==> config.mk <==
export PLATFORM = sky130hd
export DESIGN_NAME = commit_stage_multi
export DESIGN_NICKNAME = d
export VERILOG_FILES = /design/src/rtl/commit_stage_multi.sv
export SDC_FILE = /design/constraint.sdc
export NUM_CORES = 1
export LEC_CHECK = 0
export ABC_AREA = 1
export BUFFER_PORTS_ARGS = -buffer_cell sky130_fd_sc_hd__buf_2
export CELL_PAD_IN_SITES_DETAIL_PLACEMENT = 1
export CELL_PAD_IN_SITES_GLOBAL_PLACEMENT = 1
export CORE_AREA = 2 2 319 321
export CTS_BUF_LIST = sky130_fd_sc_hd__clkbuf_16
export CTS_CLUSTER_DIAMETER = 200
export DETAILED_ROUTE_END_ITERATION = 6
export DIE_AREA = 0 0 321 323
export GPL_TIMING_DRIVEN = 0
export PLACE_DENSITY_LB_ADDON = 0.25
export RECOVER_POWER = 50
export SLEW_MARGIN = 20
export SYNTH_ARGS = -nofsm -noshare
export SYNTH_HDL_FRONTEND = slang
export SYNTH_SLANG_ARGS = --single-unit
==> constraint.sdc <==
create_clock -name clk_i -period 7.9 [get_ports clk_i]
set_input_delay 0 -clock clk_i [delete_from_list [all_inputs] [get_ports clk_i]]
set_output_delay 0 -clock clk_i [all_outputs]
set_load 0.03 [all_outputs]
==> src/rtl/commit_stage_multi.sv <==
// commit_stage_multi: N-port in-order retirement stage.
// Retires a prefix of the head window each cycle, allows one store per cycle,
// and sends serialising ops (fences, AMOs) through a small drain/wait FSM.
module commit_stage_multi #(
  parameter int NR_PORTS    = 4,
  parameter int XLEN        = 64,
  parameter int TIMEOUT_CYC = 1023
) (
  input  logic                     clk_i,
  input  logic                     rst_ni,
  input  logic                     halt_i,
  input  logic                     single_step_i,
  input  logic [NR_PORTS-1:0]      valid_i,
  input  logic [NR_PORTS-1:0]      ex_valid_i,
  input  logic [NR_PORTS*3-1:0]    fu_i,
  input  logic [NR_PORTS*2-1:0]    serial_i,
  input  logic [NR_PORTS-1:0]      amo_i,
  input  logic [NR_PORTS*5-1:0]    rd_i,
  input  logic [NR_PORTS*XLEN-1:0] result_i,
  input  logic [NR_PORTS*5-1:0]    fflags_i,
  input  logic                     lsu_ready_i,
  input  logic                     no_st_pending_i,
  input  logic                     amo_ack_i,
  input  logic [XLEN-1:0]          amo_result_i,
  input  logic [XLEN-1:0]          csr_rdata_i,
  input  logic                     csr_ex_i,
  output logic [NR_PORTS-1:0]      commit_ack_o,
  output logic [NR_PORTS-1:0]      we_gpr_o,
  output logic [NR_PORTS*5-1:0]    waddr_o,
  output logic [NR_PORTS*XLEN-1:0] wdata_o,
  output logic                     commit_lsu_o,
  output logic [2:0]               commit_lsu_port_o,
  output logic                     csr_commit_o,
  output logic                     fflags_we_o,
  output logic [4:0]               fflags_o,
  output logic                     fence_o,
  output logic                     fence_i_o,
  output logic                     sfence_vma_o,
  output logic                     flush_commit_o,
  output logic                     amo_valid_commit_o,
  output logic                     exception_valid_o,
  output logic [63:0]              instret_o,
  output logic                     drain_timeout_o
);

  localparam logic [1:0] ST_IDLE  = 2'd0;
  localparam logic [1:0] ST_DRAIN = 2'd1;
  localparam logic [1:0] ST_AMO   = 2'd2;

  localparam logic [2:0] FU_NONE  = 3'd0;
  localparam logic [2:0] FU_STORE = 3'd3;
  localparam logic [2:0] FU_CSR   = 3'd6;
  localparam logic [2:0] FU_FPU   = 3'd7;

  localparam logic [1:0] SER_FENCE   = 2'd1;
  localparam logic [1:0] SER_FENCE_I = 2'd2;
  localparam logic [1:0] SER_SFENCE  = 2'd3;

  localparam int            CW      = (TIMEOUT_CYC > 1) ? $clog2(TIMEOUT_CYC + 1) : 1;
  localparam logic [CW-1:0] CNT_MAX = CW'(TIMEOUT_CYC);

  logic [1:0]          state_q, state_d;
  logic [CW-1:0]       cnt_q, cnt_d;
  logic                timeout_q, timeout_d;
  logic                fence_q, fence_d;
  logic                fence_i_q, fence_i_d;
  logic                sfence_q, sfence_d;
  logic [63:0]         instret_q, instret_d;

  logic [NR_PORTS-1:0] ack;
  logic [NR_PORTS-1:0] we;
  logic                sel_csr;
  logic                sel_amo;
  logic                store_taken;
  logic                port_ok;
  logic [3:0]          n_ret;

  // Only plain single-cycle units may retire behind the head entry.
  function automatic logic tail_fu_ok(input logic [2:0] f);
    return (f != FU_NONE) && (f != FU_CSR);
  endfunction

  // Retirement decision, FSM next state and drain bookkeeping.
  always_comb begin
    ack                = '0;
    we                 = '0;
    sel_csr            = 1'b0;
    sel_amo            = 1'b0;
    store_taken        = 1'b0;
    port_ok            = 1'b0;
    commit_lsu_o       = 1'b0;
    commit_lsu_port_o  = 3'd0;
    csr_commit_o       = 1'b0;
    exception_valid_o  = 1'b0;
    flush_commit_o     = 1'b0;
    amo_valid_commit_o = 1'b0;
    fence_d            = 1'b0;
    fence_i_d          = 1'b0;
    sfence_d           = 1'b0;
    state_d            = state_q;
    cnt_d              = cnt_q;

    case (state_q)
      ST_IDLE: begin
        if (valid_i[0] && !halt_i &&
            (ex_valid_i[0] || ((fu_i[2:0] == FU_CSR) && csr_ex_i))) begin
          exception_valid_o = 1'b1;
        end else if (valid_i[0] && !halt_i) begin
          if (serial_i[1:0] != 2'd0) begin
            state_d = ST_DRAIN;
            cnt_d   = '0;
          end else if (amo_i[0]) begin
            state_d = ST_AMO;
          end else if (fu_i[2:0] == FU_STORE) begin
            if (lsu_ready_i) begin
              ack[0]       = 1'b1;
              commit_lsu_o = 1'b1;
              store_taken  = 1'b1;
            end
          end else if (fu_i[2:0] == FU_CSR) begin
            ack[0]       = 1'b1;
            we[0]        = 1'b1;
            csr_commit_o = 1'b1;
            sel_csr      = 1'b1;
          end else begin
            ack[0] = 1'b1;
            we[0]  = 1'b1;
          end
        end
        // Younger ports retire only as an unbroken prefix behind port 0.
        for (int k = 1; k < NR_PORTS; k++) begin
          port_ok = ack[k-1] && valid_i[k] && !ex_valid_i[k] &&
                    tail_fu_ok(fu_i[k*3 +: 3]) && (serial_i[k*2 +: 2] == 2'd0) &&
                    !amo_i[k] && !single_step_i && !halt_i;
          if (fu_i[k*3 +: 3] == FU_STORE) begin
            port_ok = port_ok && !store_taken && lsu_ready_i;
          end
          if (port_ok) begin
            ack[k] = 1'b1;
            if (fu_i[k*3 +: 3] == FU_STORE) begin
              commit_lsu_o      = 1'b1;
              commit_lsu_port_o = 3'(k);
              store_taken       = 1'b1;
            end else begin
              we[k] = 1'b1;
            end
          end
        end
      end

      ST_DRAIN: begin
        cnt_d = (cnt_q == CNT_MAX) ? cnt_q : cnt_q + 1'b1;
        if (halt_i || !valid_i[0]) begin
          state_d = ST_IDLE;
        end else if (no_st_pending_i) begin
          ack[0]    = 1'b1;
          we[0]     = 1'b1;
          state_d   = ST_IDLE;
          fence_d   = (serial_i[1:0] == SER_FENCE);
          fence_i_d = (serial_i[1:0] == SER_FENCE_I);
          sfence_d  = (serial_i[1:0] == SER_SFENCE);
        end
      end

      ST_AMO: begin
        amo_valid_commit_o = 1'b1;
        if (amo_ack_i) begin
          ack[0]         = 1'b1;
          we[0]          = 1'b1;
          sel_amo        = 1'b1;
          flush_commit_o = 1'b1;
          state_d        = ST_IDLE;
        end
      end

      default: state_d = ST_IDLE;
    endcase

    timeout_d = (state_d == ST_DRAIN) && (cnt_d == CNT_MAX);
  end

  // FPU flag accumulation and retired-instruction count for this cycle.
  always_comb begin
    fflags_o    = 5'd0;
    fflags_we_o = 1'b0;
    n_ret       = 4'd0;
    for (int k = 0; k < NR_PORTS; k++) begin
      n_ret = n_ret + {3'd0, ack[k]};
      if (ack[k] && (fu_i[k*3 +: 3] == FU_FPU)) begin
        fflags_o    = fflags_o | fflags_i[k*5 +: 5];
        fflags_we_o = 1'b1;
      end
    end
    instret_d = instret_q + 64'(n_ret);
  end

  // State, drain counter, flush pulses and instret register.
  always_ff @(posedge clk_i or negedge rst_ni) begin
    if (!rst_ni) begin
      state_q   <= ST_IDLE;
      cnt_q     <= '0;
      timeout_q <= 1'b0;
      fence_q   <= 1'b0;
      fence_i_q <= 1'b0;
      sfence_q  <= 1'b0;
      instret_q <= 64'd0;
    end else begin
      state_q   <= state_d;
      cnt_q     <= cnt_d;
      timeout_q <= timeout_d;
      fence_q   <= fence_d;
      fence_i_q <= fence_i_d;
      sfence_q  <= sfence_d;
      instret_q <= instret_d;
    end
  end

  // Per-port write-back data; port 0 may take CSR or AMO data instead of the result.
  for (genvar gi = 0; gi < NR_PORTS; gi++) begin : g_port
    if (gi == 0) begin : g_head
      assign wdata_o[XLEN-1:0] = !valid_i[0] ? '0 :
                                 sel_amo    ? amo_result_i :
                                 sel_csr    ? csr_rdata_i : result_i[XLEN-1:0];
    end else begin : g_tail
      assign wdata_o[gi*XLEN +: XLEN] = valid_i[gi] ? result_i[gi*XLEN +: XLEN] : '0;
    end
    assign waddr_o[gi*5 +: 5] = valid_i[gi] ? rd_i[gi*5 +: 5] : 5'd0;
  end

  assign commit_ack_o    = ack;
  assign we_gpr_o        = we;
  assign fence_o         = fence_q;
  assign fence_i_o       = fence_i_q;
  assign sfence_vma_o    = sfence_q;
  assign instret_o       = instret_q;
  assign drain_timeout_o = timeout_q;

endmodule

* Word-level counts from Yosys, hierarchy flattened
Cells that the tools add are included.
** Storage, ports and cells
- Output and inout bits :: 366
- Flip-flop bits (word level) :: 80
- Bits of input ports :: 464
- Logic and storage cells :: 208
** Cells by class
- Multiplexer cells :: 113
- $add $sub $neg :: 5
- Reduce and logical (&&, ||, !) cells :: 60
- Bitwise logic cells :: 3
- Equal/unequal tests :: 20
** Operator list (number)
- $mux W64 :: 6
- $mux W1 :: 77
- $add A64 B4 Y64 :: 1
- $mux W10 :: 4
- $mux W5 :: 8
- $logic_and A1 B1 Y1 :: 38
- $mux W3 :: 7
- $eq A10 B10 Y1 const B :: 2
- $pmux W10 S2 :: 1
- $eq A3 B3 Y1 const B :: 5
- $or A5 B5 Y5 :: 3
- $mux W2 :: 7
- $eq A3 B2 Y1 const B :: 4
- $logic_not A1 Y1 :: 12
- $add A10 B1 Y10 const B :: 1
- $ne A3 B3 Y1 const B :: 3
- $reduce_bool A3 Y1 :: 3
- $logic_not A2 Y1 :: 4
- $eq A2 B1 Y1 const B :: 3
- $eq A2 B2 Y1 const B :: 3
- $pmux W1 S3 :: 2
- $pmux W2 S3 :: 1
- $add A3 B1 Y4 :: 1
- $add A2 B1 Y3 :: 1
- other kinds (3) :: 4

* Depth between registers and ports, before layout
Gate-level depths: netlist (run 1).
- Depth after elaboration :: 52
- Depth in mapped cells :: 31
- Gate-level depth less buffers :: 31

* Least setup slack after synthesis (run 1)
OpenSTA, ideal clock, no wires.
- Path kind :: input port to flip-flop
- From :: in valid_i[1]
- To :: reg instret_q[48] (netlist: instret_o[48])
- Setup time :: 0.134 ns
- Buffers on the path :: 1
- Stages on the path :: 27
- Data arrival time :: 3.758 ns
- Path slack :: 4.008 ns
- Cells stage by stage :: buf_2 nand2_1 nor2_2 nand2_1 nor3_4 nand2_2 nor2_4 nand4_2 nand2_1 nand2_1 nand3_1 inv_1 fa_1 inv_1 fa_1 inv_1 fa_1 nand3_4 nor2_8 nand4_4 inv_2 nand2_4 nor3_4 nand3_4 nor2_4 nand2_2 xnor2_2
** On the way
- Word-level cells in the longest chain between the ends :: 41
- Elaborated cells between the ends (all ways) :: 50
** RTL lines
- from (decl) :: RTL line 13 : input logic [NR_PORTS-1:0] valid_i,
- $logic_and A1 B1 Y1 (*) (3 in a row) :: RTL line 132 : port_ok = ack[k-1] && valid_i[k] && !ex_valid_i[k] &&
- $logic_and A1 B1 Y1 (*) (2 in a row) :: RTL line 133 : tail_fu_ok(fu_i[k*3 +: 3]) && (serial_i[k*2 +: 2] == 2'd0) &&
- $logic_and A1 B1 Y1 (*) (2 in a row) :: RTL line 134 : !amo_i[k] && !single_step_i && !halt_i;
- $logic_and A1 B1 Y1 (2 in a row) :: RTL line 136 : port_ok = port_ok && !store_taken && lsu_ready_i;
- $mux W1 (*) :: RTL line 135 : if (fu_i[k*3 +: 3] == FU_STORE) begin
- $mux W1 (*) :: RTL line 103 : case (state_q)
- $mux W1 :: RTL line 138 : if (port_ok) begin
- $mux W1 :: RTL line 103
- [22 not listed]
- $mux W1 (*) :: RTL line 135
- $mux W1 (*) :: RTL line 103
- $mux W1 (*) :: RTL line 138
- $mux W3 (*) :: RTL line 103
- via commit_ack_o[3] :: RTL line 27 : output logic [NR_PORTS-1:0] commit_ack_o,
- $add A3 B1 Y4 (*) :: RTL line 188 : n_ret = n_ret + {3'd0, ack[k]};
- $add A64 B4 Y64 (*) :: RTL line 194 : instret_d = instret_q + 64'(n_ret);
- via instret_d[48] :: RTL line 68 : logic [63:0] instret_q, instret_d;
- to (signal assigned) :: RTL line 214 : instret_q <= instret_d;
- to (decl) :: RTL line 68
The timed path passes the listed nets; every way through them passes the cells marked *. The select of a mux whose other input is x is not followed.

* Worst setup path in the final report (run 1)
- From :: in valid_i[0]
- To :: reg instret_q[58] (netlist: instret_o[58])
** On the way
- Word-level cells in the longest chain between the ends :: 45
- Elaborated cells between the ends (all ways) :: 64
** RTL lines
- $logic_and A1 B1 Y1 :: RTL line 105, 108
- $mux W1 / $logic_and A1 B1 Y1 (equally long branches) :: RTL line 108, 105
- $mux W1 :: RTL line 105 : if (valid_i[0] && !halt_i &&
- $mux W1 :: RTL line 103
- $logic_and A1 B1 Y1 (3 in a row) :: RTL line 132
- $logic_and A1 B1 Y1 (2 in a row) :: RTL line 133
- $logic_and A1 B1 Y1 (2 in a row) :: RTL line 134
- $logic_and A1 B1 Y1 (2 in a row) :: RTL line 136
- [24 not listed]
- $logic_and A1 B1 Y1 (2 in a row) :: RTL line 136
- $mux W1 :: RTL line 135
- $mux W1 :: RTL line 103
- $mux W1 :: RTL line 138
- $mux W3 :: RTL line 103
- $add A3 B1 Y4 (*) :: RTL line 188
- $add A64 B4 Y64 (*) :: RTL line 194
- via instret_d[58] :: RTL line 68
Marked as above.

==> results of run 1 <==
synthesized netlist by cell type (all sizes together), types with 3 or more instances:
master / n / area share [%]
xnor2: 13 / 1.4
buf: 17 / 0.92
dfrtp: 80 / 23
inv: 458 / 20
nand4: 26 / 2.3
nand3: 37 / 2.9
nor4: 12 / 1.2
clkbuf: 43 / 1.8
nand2: 506 / 22
xor2: 52 / 5.2
o21bai: 6 / 0.52
fa: 3 / 0.69
o21ai: 72 / 4.3
nor2: 75 / 4.4
a21oi: 78 / 4.5
nor3: 49 / 3.7
state kept, by name (all words and copies together), names as in the netlist:
name and flops:
state_q 2, fence_i_o 1, fence_o 1, cnt_q 10
instret_o 64, drain_timeout_o 1, sfence_vma_o 1
logic make-up (layout without fill, tap and decap cells):
kind of cell / count (synthesis) / in the layout
AO/OA/AOI/OAI: 162 / 162
XOR/XNOR: 65 / 65
adder cells (fa/ha/maj): 5 / 5
buffers and inverters: 518 / 1366
flip-flops: 80 / 80
other: 1 / 7
AND/OR/NAND/NOR: 710 / 710
layer usage:
metal / track usage, % / wire length (um)
met1: 14.9 / 28300
met5: 0 / 49
met2: 21.7 / 33800
met3: 3.09 / 4410
met4: 2.12 / 1100
worst max-delay path, delay by kind of cell:
kind                     cells  cell delay (ns)
buffers and inverters        7             1.28
AO/OA/AOI/OAI                1             0.29
adder cells (fa/ha/maj)      3             1.23
XOR/XNOR                     1             0.19
AND/OR/NAND/NOR             17             2.22
final timing paths:
check / end / slack (ns) / startpoint / cells after the start
setup / recovery: instret_o[58] / 2.92 / valid_i[0] / 29
hold / removal: state_q[0] / 0.19 / halt_i / 4
setup reg to reg: instret_o[58] / 3.41 / state_q[1] / 22
hold reg to reg: instret_o[63] / 0.47 / instret_o[63] / 1
max in group asynchronous: cnt_q[5] / 3.25 / rst_ni / 3
min in group asynchronous: instret_o[61] / 0.40 / rst_ni / 2
final cells by class:
cell class	count	area, um^2
fillers	12900	86100
multi-input cells	943	4770
repair buffers	832	3970
flip-flops and latches	80	2000
inverters	458	1720
well taps	1309	1640
plain buffers	60	240
clock buffers	9	225
clock inverters	7	77.6
diodes	6	15.0
power breakdown:
group	switching, mW	internal [mW]
Combinational	0.427	0.190
Clock	0.203	0.249
Sequential	0.0271	0.429
Total	0.657	0.867
through the flow:
step                      instances  total power [mW]
final                          3704              1.52
after global routing           3700              1.62
after CTS                      3698              1.57
after detailed placement       3676              1.10
after global placement         3675              1.10
after floorplan                1541             0.782
repair_timing:
| item | 4_1_cts | 5_1_grt |
|---|---|---|
| hold buffers | 6 | 0 |
| setup buffers | 0 | 0 |
| endpoints found under the hold margin | 85 | 0 |
==> impl_metrics.env, run 1 <==
export IMPL_grt_pass1_vias=12800
export IMPL_dr_pass1_iters=4
export IMPL_ir_drop_mv=0.0954
export IMPL_synth_compound_area_share_pct=9.78
export IMPL_clk_pin_slew_ns=0.07
export IMPL_dp_hpwl_um=61400
export IMPL_pin_count=830
export IMPL_synth_cells=1541
export IMPL_die_h_um=323
export IMPL_worst_slack_ns=2.92
export IMPL_critical_path_class="input pin to flop"
export IMPL_synthAdderAreaFrac_pct=0.974
export IMPL_synth_flop_cell="dfrtp_1"
export IMPL_start_util_pct=8.67
export IMPL_slew_limit_headroom_pct=-154
export IMPL_syn2layout_area_growth_pct=67.8
export IMPL_globalplace_congestion=0.816
export IMPL_mostFrequentLayoutCell="buf_2"
export IMPL_synth_top_family_by_area="simple AND/OR/NAND/NOR gates"
export IMPL_end_kind="flop"
export IMPL_async_flop_share_pct=100
export IMPL_p_leak_nw=9.52
export IMPL_synth_warnings=0
export IMPL_yosysSeqAreaShare_pct=22.9
export IMPL_design_area_mm2=0.0147
export IMPL_num_vias=12400
export IMPL_synthSimpleGateAreaFrac_pct=37.2
export IMPL_die_w_um=321
export IMPL_drv_cap=1
export IMPL_synth_seq_cells=80
export IMPL_grt_pass1_wl_um=91500
export IMPL_violations="max-capacitance violations, max-slew violations"
export IMPL_post_cts_resize_count=0
export IMPL_synthXorXnorAreaFrac_pct=6.60
export IMPL_wirelength_um=67700
export IMPL_critical_path_max_stage_delay_ns=0.58
export IMPL_synth_area_mm2=0.00873
export IMPL_setup_tns_ns=0
export IMPL_outcome="complete, but fails checks"
export IMPL_htree_levels=3
export IMPL_grt_setup_unrepaired="no"
export IMPL_powerDensity_mw_per_mm2=104
export IMPL_synth_edff_count=0
export IMPL_worst_skew_pair_late_latency_ns=0.37
export IMPL_drive_gt1_share_pct=31.1
export IMPL_min_period_over_period_pct=63.0
export IMPL_max_freq_mhz=201
export IMPL_syn_nets=2010
export IMPL_cp_arrival_ns=5.24
export IMPL_utilization_pct=14.6
export IMPL_worst_path_max_delay_cell="clkbuf_1"
export IMPL_most_common_layout_cells="buf_2 (653), nand2_1 (492), inv_1 (450)"
export IMPL_required_ns=8.16
export IMPL_period_needed_ns=4.98
export IMPL_crit_fanout=8
export IMPL_post_place_ws_ns=2.68
export IMPL_root_buffer="clkbuf_16"
export IMPL_synth_mux_area_share_pct=0
export IMPL_io_buffer_count=825
export IMPL_setup_violations=0
export IMPL_hold_slack_ns=0.191
export IMPL_synthDistinctLibCells=45
export IMPL_wl_per_cell_um=18.3
export IMPL_rows=117
export IMPL_final_nets=2853
export IMPL_cts_max_path_buffers=2
export IMPL_remaining_drc_errors=0
export IMPL_overflow=0
export IMPL_cts_sinks=80
export IMPL_cts_tree="done"
export IMPL_placed_area_mm2=0.0145
export IMPL_drt_initial_drc_count=371
export IMPL_via_per_inst=3.35
export IMPL_grt_use_total_pct=12.2
export IMPL_final_max_slew_viol_count=62
export IMPL_avgSynthCellArea_um2=5.67
export IMPL_antenna_found_initial=12
export IMPL_grt_max_degree=62
export IMPL_die_area_mm2=0.104
export IMPL_worst_pin_slew_ns=3.81
export IMPL_hold_viol=0
export IMPL_fin_worst_skew_ns=0.0109
export IMPL_coreArea_mm2=0.101
export IMPL_min_path_type="input pin to flop"
export IMPL_worstSetupStartpointType="input pin"
export IMPL_ant_nets=0
export IMPL_numCtsBuffers=9
No activity file was read; power rests on OpenSTA's default activity.
==> run 2: changes to the inputs <==
--- a/config.mk
+++ b/config.mk
@@ -5,15 +5,15 @@
 export SDC_FILE = /design/constraint.sdc
 export NUM_CORES = 1
 export LEC_CHECK = 0
-export ABC_AREA = 1
+export ABC_AREA = 0
 export BUFFER_PORTS_ARGS = -buffer_cell sky130_fd_sc_hd__buf_2
 export CELL_PAD_IN_SITES_DETAIL_PLACEMENT = 1
 export CELL_PAD_IN_SITES_GLOBAL_PLACEMENT = 1
-export CORE_AREA = 2 2 319 321
+export CORE_AREA = 2 2 318 320
 export CTS_BUF_LIST = sky130_fd_sc_hd__clkbuf_16
 export CTS_CLUSTER_DIAMETER = 200
 export DETAILED_ROUTE_END_ITERATION = 6
-export DIE_AREA = 0 0 321 323
+export DIE_AREA = 0 0 320 322
 export GPL_TIMING_DRIVEN = 0
 export PLACE_DENSITY_LB_ADDON = 0.25
 export RECOVER_POWER = 50
==> constraint.sdc (replaced) <==
create_clock -name clk_i -period 4.1 [get_ports clk_i]
set_input_delay 0 -clock clk_i [delete_from_list [all_inputs] [get_ports clk_i]]
set_output_delay 0 -clock clk_i [all_outputs]
set_load 0.03 [all_outputs]
==> run 2 against run 1 <==
  * The run still ends with max-capacitance violations, max-slew violations left
  * Combinational power rose by 96%
  * Clock-buffer cell count did not move
  * Core utilization fell by 0.79 points
  * Worst hold slack got worse by 0.053 ns
  * Non-clock buffer count rose by 23
  * Cell count fell by 14%
  * Global-route usage rose by 1.0 points
  * Via count fell by 12%
  * Flip-flop and latch count did not move
  * Critical path depth fell by 13
  * Routed wire length rose by 5.2%
  * Largest cell class unchanged
  * Highest routed layer unchanged
==> impl_metrics.env, run 2 <==
export IMPL_outcome="complete, but fails checks"
export IMPL_violations="max-capacitance violations, max-slew violations"
export IMPL_overflow=0
export IMPL_synth_edff_count=0
export IMPL_fillers=12300
export IMPL_netlist_top_cells_count="and2_1 (217), nand2_1 (177), dfrtp_1 (80)"
export IMPL_wl_per_cell_um=22.3
export IMPL_dr_pass1_iters=5
export IMPL_multi_input_area_mm2=0.00517
export IMPL_synthDistinctLibCells=59
export IMPL_syn_nets=1472
export IMPL_synth_flop_cell="dfrtp_1"
export IMPL_globalplace_congestion=0.865
export IMPL_die_area_mm2=0.103
export IMPL_cts_max_path_buffers=2
export IMPL_max_freq_mhz=256
export IMPL_p_int_mw=1.69
export IMPL_p_leak_nw=6.64
export IMPL_worst_skew_pair_late_latency_ns=0.37
export IMPL_required_ns=4.39
export IMPL_async_flop_share_pct=100
export IMPL_via_per_inst=3.42
export IMPL_yosysMostFrequentCell="and2_1"
export IMPL_crit_fanout=9
export IMPL_final_nets=2338
export IMPL_end_kind="flop"
export IMPL_rr_startpoint="state_q[1]"
export IMPL_yosysSeqAreaShare_pct=27.4
export IMPL_final_cells=3190
export IMPL_synth_top_area_share_pct=27.4
export IMPL_power_frac_clock_pct=29.3
export IMPL_grt_use_total_pct=13.2
export IMPL_mostFrequentLayoutCell="buf_2"
export IMPL_largest_reg_flops=64
export IMPL_seqCellArea_mm2=0.00200
export IMPL_root_buffer="clkbuf_16"
export IMPL_setup_tns_ns=0
export IMPL_start_util_pct=7.35
export IMPL_htree_levels=3
export IMPL_die_w_um=320
export IMPL_min_path_type="input pin to flop"
export IMPL_placed_cells=3131
export IMPL_combPwrFrac_pct=41.0
export IMPL_hold_slack_ns=0.138
export IMPL_ant_nets=0
export IMPL_cts_sinks=80
export IMPL_ir_drop_mv=0.145
export IMPL_powerDensity_mw_per_mm2=215
export IMPL_critical_path_class="input pin to flop"
export IMPL_synth_area_mm2=0.00732
export IMPL_worst_pin_slew_ns=1.66
export IMPL_synth_warnings=0
export IMPL_remaining_drc_errors=0
export IMPL_slew_limit_headroom_pct=-10.6
export IMPL_post_place_ws_ns=-1.70
export IMPL_numCtsBuffers=9
export IMPL_crit_start="fu_i[1]"
export IMPL_rows=116
export IMPL_syn2layout_area_growth_pct=87.2
export IMPL_grt_pass1_wl_um=94900
export IMPL_pin_count=830
export IMPL_grt_pass1_vias=11700
export IMPL_period_needed_ns=3.91
export IMPL_fin_worst_skew_ns=0.00907
export IMPL_setup_violations=0
export IMPL_synth_seq_cells=80
export IMPL_hold_viol=0
export IMPL_drive_gt1_share_pct=42.3
export IMPL_synth_cells=1003
export IMPL_swShare_pct=42.8
export IMPL_cp_arrival_ns=4.20
export IMPL_min_period_over_period_pct=95.3
export IMPL_drt_initial_drc_count=542
export IMPL_switching_power_mw=1.26
export IMPL_coreArea_mm2=0.0996
export IMPL_die_h_um=322
export IMPL_ys_top_cells_by_area="dfrtp_1 (27%), and2_1 (19%), nand2_1 (9.1%)"
export IMPL_dp_hpwl_um=63300
export IMPL_most_common_layout_cells="buf_2 (703), and2_1 (196), clkbuf_1 (181)"
export IMPL_synth_area_leader_cell="dfrtp_1"
export IMPL_wirelength_um=71200
export IMPL_antenna_found_initial=21
export IMPL_final_max_slew_viol_count=59
export IMPL_grt_setup_unrepaired="yes"
export IMPL_cts_tree="done"
export IMPL_num_vias=10900
export IMPL_worstHoldStart="ex_valid_i[0]"
export IMPL_clk_pin_slew_ns=0.07
export IMPL_avgSynthCellArea_um2=7.30
export IMPL_drv_cap=1
export IMPL_worstSetupStartpointType="input pin"
export IMPL_grt_max_degree=59
export IMPL_p_seq_share_pct=29.7
export IMPL_io_buffer_count=827
export IMPL_worst_slack_ns=0.194
-- run 2: changes by cell type after synthesis, sizes merged, moves of 11 or more --
cell / change
nand2: -328
xor2: -16
xnor2: +20
and2: +217
a31oi: +66
inv: -432
a21oi: -67
nor2: -22
clkbuf: +11
nor3: -27
nand3: -12
-- run 2: kinds of logic after synthesis --
family / share of synthesized area (%)
AOI/OAI and AO/OA: 14.2
xor gates and xnor gates: 8.26
adders and majority gates: 1.16
buffers and inverters: 4.62
DFF: 27.4
muxes: 0.154
other: 0.0512
and+or+nand+nor: 44.2
-- run 2: final timing paths --
check                                 to  slack [ns]  cells after the start
max reg2reg                instret_o[31]        0.21                     14
min reg2reg                instret_o[63]        0.47                      1
min in group asynchronous  instret_o[42]        0.44                      2
max in group asynchronous     state_q[1]        1.26                      3
min                             cnt_q[0]        0.14                      4
max                        instret_o[31]        0.19                     16
-- run 2: metal layers --
layer	track usage [%]	vias up	wire length (um)	part of all wire, %
li1	-	5173	-	-
met1	13.8	5082	26500	37
met2	22.1	532	33100	47
met3	7.45	92	8870	12
met4	4.72	22	2500	3.5
met5	0	-	156	0.22
-- run 2: area by class of cell --
cell class,instances,share of cell area [%]
multi-input cells,837,37.7
repair buffers,856,30.9
flip-flops and latches,80,14.6
well taps,1298,11.9
plain buffers,59,1.70
clock buffers,9,1.64
inverters,26,0.712
clock inverters,7,0.566
diodes,18,0.329
-- run 2: worst max-delay path, stage by stage --
cell and delay, ns:
buf_2 0.32, nor4bb_2 0.73, nand3b_1 0.27, nor4_4 0.09, nand2_4 0.09, a2111oi_4 0.03
buf_4 0.18, fa_1 0.49, inv_2 0.05, fa_2 0.40, nand2b_4 0.19, a2111oi_4 0.34
buf_4 0.18, or4b_4 0.50, nor4_4 0.16, xor2_1 0.16
-- run 2: power by group through the flow --
stage                     combinational [mW]  clock, mW  sequential (mW)
final                                   1.21      0.864            0.876
after global routing                    1.30      0.940            0.885
after CTS                               1.24      0.917            0.878
after detailed placement                1.22          0            0.893
after global placement                  1.22          0            0.892
after floorplan                        0.544          0            0.911
-- run 2: through the flow --
| step | instance area (um^2) | util (%) | total power [mW] |
|---|---|---|---|
| after floorplan | 7370 | - | 1.45 |
| after global placement | 13100 | 13.2 | 2.11 |
| after detailed placement | 13200 | 13.3 | 2.12 |
| after CTS | 13800 | 13.8 | 3.04 |
| after global routing | 13700 | 13.7 | 3.13 |
| final | 13700 | 13.8 | 2.95 |
-- run 2: timing repair --
item	CTS	global route
buffers inserted	16	3
pin swaps	5	9
gates resized for setup	11	16
hold endpoints to repair	85	0
cloned	0	1
endpoints found under the setup margin	54	43
hold buffers	7	0
==> run 3: changes to the inputs <==
--- a/config.mk
+++ b/config.mk
@@ -10,7 +10,7 @@
 export CELL_PAD_IN_SITES_DETAIL_PLACEMENT = 1
 export CELL_PAD_IN_SITES_GLOBAL_PLACEMENT = 1
 export CORE_AREA = 2 2 318 320
-export CTS_BUF_LIST = sky130_fd_sc_hd__clkbuf_16
+export CTS_BUF_LIST = sky130_fd_sc_hd__clkbuf_8
 export CTS_CLUSTER_DIAMETER = 200
 export DETAILED_ROUTE_END_ITERATION = 6
 export DIE_AREA = 0 0 320 322
==> run 3 against run 2 <==
  * The flow still finishes with violations (max-capacitance violations, max-slew violations)
  * Clock power is 23% lower
  * Sequential share of layout area is 0.075 points higher
  * Flip-flop and latch count stayed put
  * First-iteration DRC count is 5.4% lower
  * Die area stayed put
  * Routed wire length hardly changed
  * Register-to-register slack worse by 0.07 ns
  * Setup slack worse by 0.058 ns
  * Power is 6.9% lower
  * Via count is 0.14% higher
==> impl_metrics.env, run 3 (synthesized netlist as in run 2, its figures left out) <==
export IMPL_crit_fanout=5
export IMPL_rr_startpoint="state_q[1]"
export IMPL_grt_pass1_wl_um=95000
export IMPL_wl_per_cell_um=22.3
export IMPL_worstHoldStart="serial_i[1]"
export IMPL_rows=116
export IMPL_ff2ff_path_depth=14
export IMPL_worst_pin_slew_ns=3.05
export IMPL_min_period_over_period_pct=96.7
export IMPL_period_needed_ns=3.96
export IMPL_r2r_slack_ns=0.14
export IMPL_grt_pass1_vias=11700
export IMPL_final_cells=3192
export IMPL_num_vias=10900
export IMPL_io_buffer_count=827
export IMPL_worstSetupStartpointType="flop"
export IMPL_fillers=12300
export IMPL_worst_skew_pair_late_latency_ns=0.39
export IMPL_critical_path_max_stage_delay_ns=0.57
export IMPL_outcome="complete, but fails checks"
export IMPL_placed_cells=3131
export IMPL_numCtsBuffers=9
export IMPL_crit_chain="nor2b_2 > nand2_2 > inv_2 > a31oi_4 > o21ai_4 > fa_1 > inv_2 > fa_2 > nand2b_4 > a2111oi_4 > buf_4 > or4b_4 > nor4_4 > xor2_1"
export IMPL_remaining_drc_errors=0
export IMPL_hold_end="state_q[0]"
export IMPL_final_max_slew_viol_count=59
export IMPL_slew_limit_headroom_pct=-103
export IMPL_critical_path_class="flop to flop"
export IMPL_cts_sinks=80
export IMPL_ant_nets=0
export IMPL_cts_max_path_buffers=2
export IMPL_coreArea_mm2=0.0996
export IMPL_pin_count=830
export IMPL_fin_worst_skew_ns=0.0136
export IMPL_cts_tree="done"
export IMPL_wirelength_um=71100
export IMPL_dp_hpwl_um=63300
export IMPL_grt_max_degree=59
export IMPL_min_path_type="input pin to flop"
export IMPL_drive_gt1_share_pct=41.9
export IMPL_grt_use_total_pct=13.2
export IMPL_antenna_found_initial=21
export IMPL_worst_path_max_delay_cell="fa_1"
export IMPL_timing_rr_end="instret_o[31]"
export IMPL_htree_levels=3
export IMPL_p_leak_nw=6.57
export IMPL_max_freq_mhz=252
export IMPL_hold_viol=0
export IMPL_required_ns=4.42
export IMPL_grt_setup_unrepaired="yes"
export IMPL_powerDensity_mw_per_mm2=201
export IMPL_drv_cap=1
export IMPL_clk_pin_slew_ns=0.09
export IMPL_syn2layout_area_growth_pct=86.3
export IMPL_dr_pass1_iters=4
export IMPL_via_per_inst=3.42
export IMPL_mostFrequentLayoutCell="buf_2"
export IMPL_setup_violations=0
export IMPL_final_nets=2341
export IMPL_setup_tns_ns=0
export IMPL_globalplace_congestion=0.865
export IMPL_largest_reg_flops=64
export IMPL_end_kind="flop"
export IMPL_drt_initial_drc_count=513
export IMPL_root_buffer="clkbuf_8"
export IMPL_ir_drop_mv=0.103
export IMPL_die_area_mm2=0.103
export IMPL_violations="max-capacitance violations, max-slew violations"
export IMPL_overflow=0
export IMPL_most_common_layout_cells="buf_2 (695), clkbuf_1 (189), and2_1 (187)"
export IMPL_die_h_um=322
export IMPL_die_w_um=320
export IMPL_cp_common_cell="inv_2"
export IMPL_start_util_pct=7.35
export IMPL_cp_arrival_ns=4.28
export IMPL_hold_depth=5
==> run 3: where the power goes <==
part / switching (mW) / leakage [nW] / internal, mW / total [mW]
combinational: 0.820 / 5.42 / 0.388 / 1.21
clock: 0.358 / 0.108 / 0.306 / 0.664
sequential: 0.0533 / 1.05 / 0.822 / 0.875
total: 1.23 / 6.57 / 1.52 / 2.75
==> run 3: how the worst max path moves through the flow <==
stage	from	depth (start not counted)	slack [ns]	endpoint
3_3_place_gp	serial_i[1]	14	-2.09	instret_o[63]
2_1_floorplan	state_q[1]	13	-0.14	instret_o[31]
5_1_grt	state_q[0]	15	-0.05	instret_o[31]
3_5_place_dp	valid_i[0]	14	-1.70	instret_o[63]
6_report	state_q[1]	14	0.14	instret_o[31]
4_1_cts	state_q[1]	15	0.03	instret_o[31]
==> run 3: final cells by class <==
| cell class | count | area [um^2] | area share, % |
|---|---|---|---|
| Clock inverter | 6 | 73.8 | 0.541 |
| Tap cell | 1298 | 1620 | 11.9 |
| Multi-Input combinational cell | 837 | 5170 | 37.9 |
| Buffer | 59 | 233 | 1.71 |
| Antenna cell | 17 | 42.5 | 0.312 |
| Timing Repair Buffer | 859 | 4250 | 31.2 |
| Sequential cell | 80 | 2000 | 14.7 |
| Clock buffer | 10 | 138 | 1.01 |
| Inverter | 26 | 97.6 | 0.716 |
==> run 3: repair_timing <==
item | in CTS | in global routing
setup buffers | 17 | 3
endpoints found under the setup margin | 54 | 39
pin swaps | 5 | 9
hold buffers | 9 | 0
gates cloned | 0 | 1
endpoints found under the hold margin | 85 | 0
resized for setup | 11 | 16
==> run 3: worst max-delay path, delay by kind of cell (launching register included) <==
kind	cells	cell delay [ns]
buf+inv	3	0.30
fa+ha+maj	2	0.98
simple gates	5	1.13
compound gates	3	0.88
flops	1	0.46
xor+xnor	1	0.15
==> run 3: layer usage <==
| layer | vias up | GRT usage (%) | routed length (um) |
|---|---|---|---|
| met1 | 5076 | 13.8 | 26400 |
| met4 | 22 | 4.88 | 2690 |
| met3 | 93 | 7.49 | 8960 |
| met5 | - | 0 | 154 |
| met2 | 544 | 22.1 | 32900 |
| li1 | 5181 | - | - |
==> run 3: per-stage QoR <==
stage               total power [mW]  hold WS (ns)  utilization (%)  worst slack [ns]  instance area (um^2)
floorplan                       1.45        -0.296                -            -0.139                  7370
global placement                2.11         0.216             13.2             -2.09                 13100
detailed placement              2.12        -0.124             13.3             -1.70                 13200
CTS                             2.84         0.100             13.8            0.0256                 13700
global route                    2.93         0.178             13.7           -0.0529                 13600
finish                          2.75         0.156             13.7             0.136                 13600
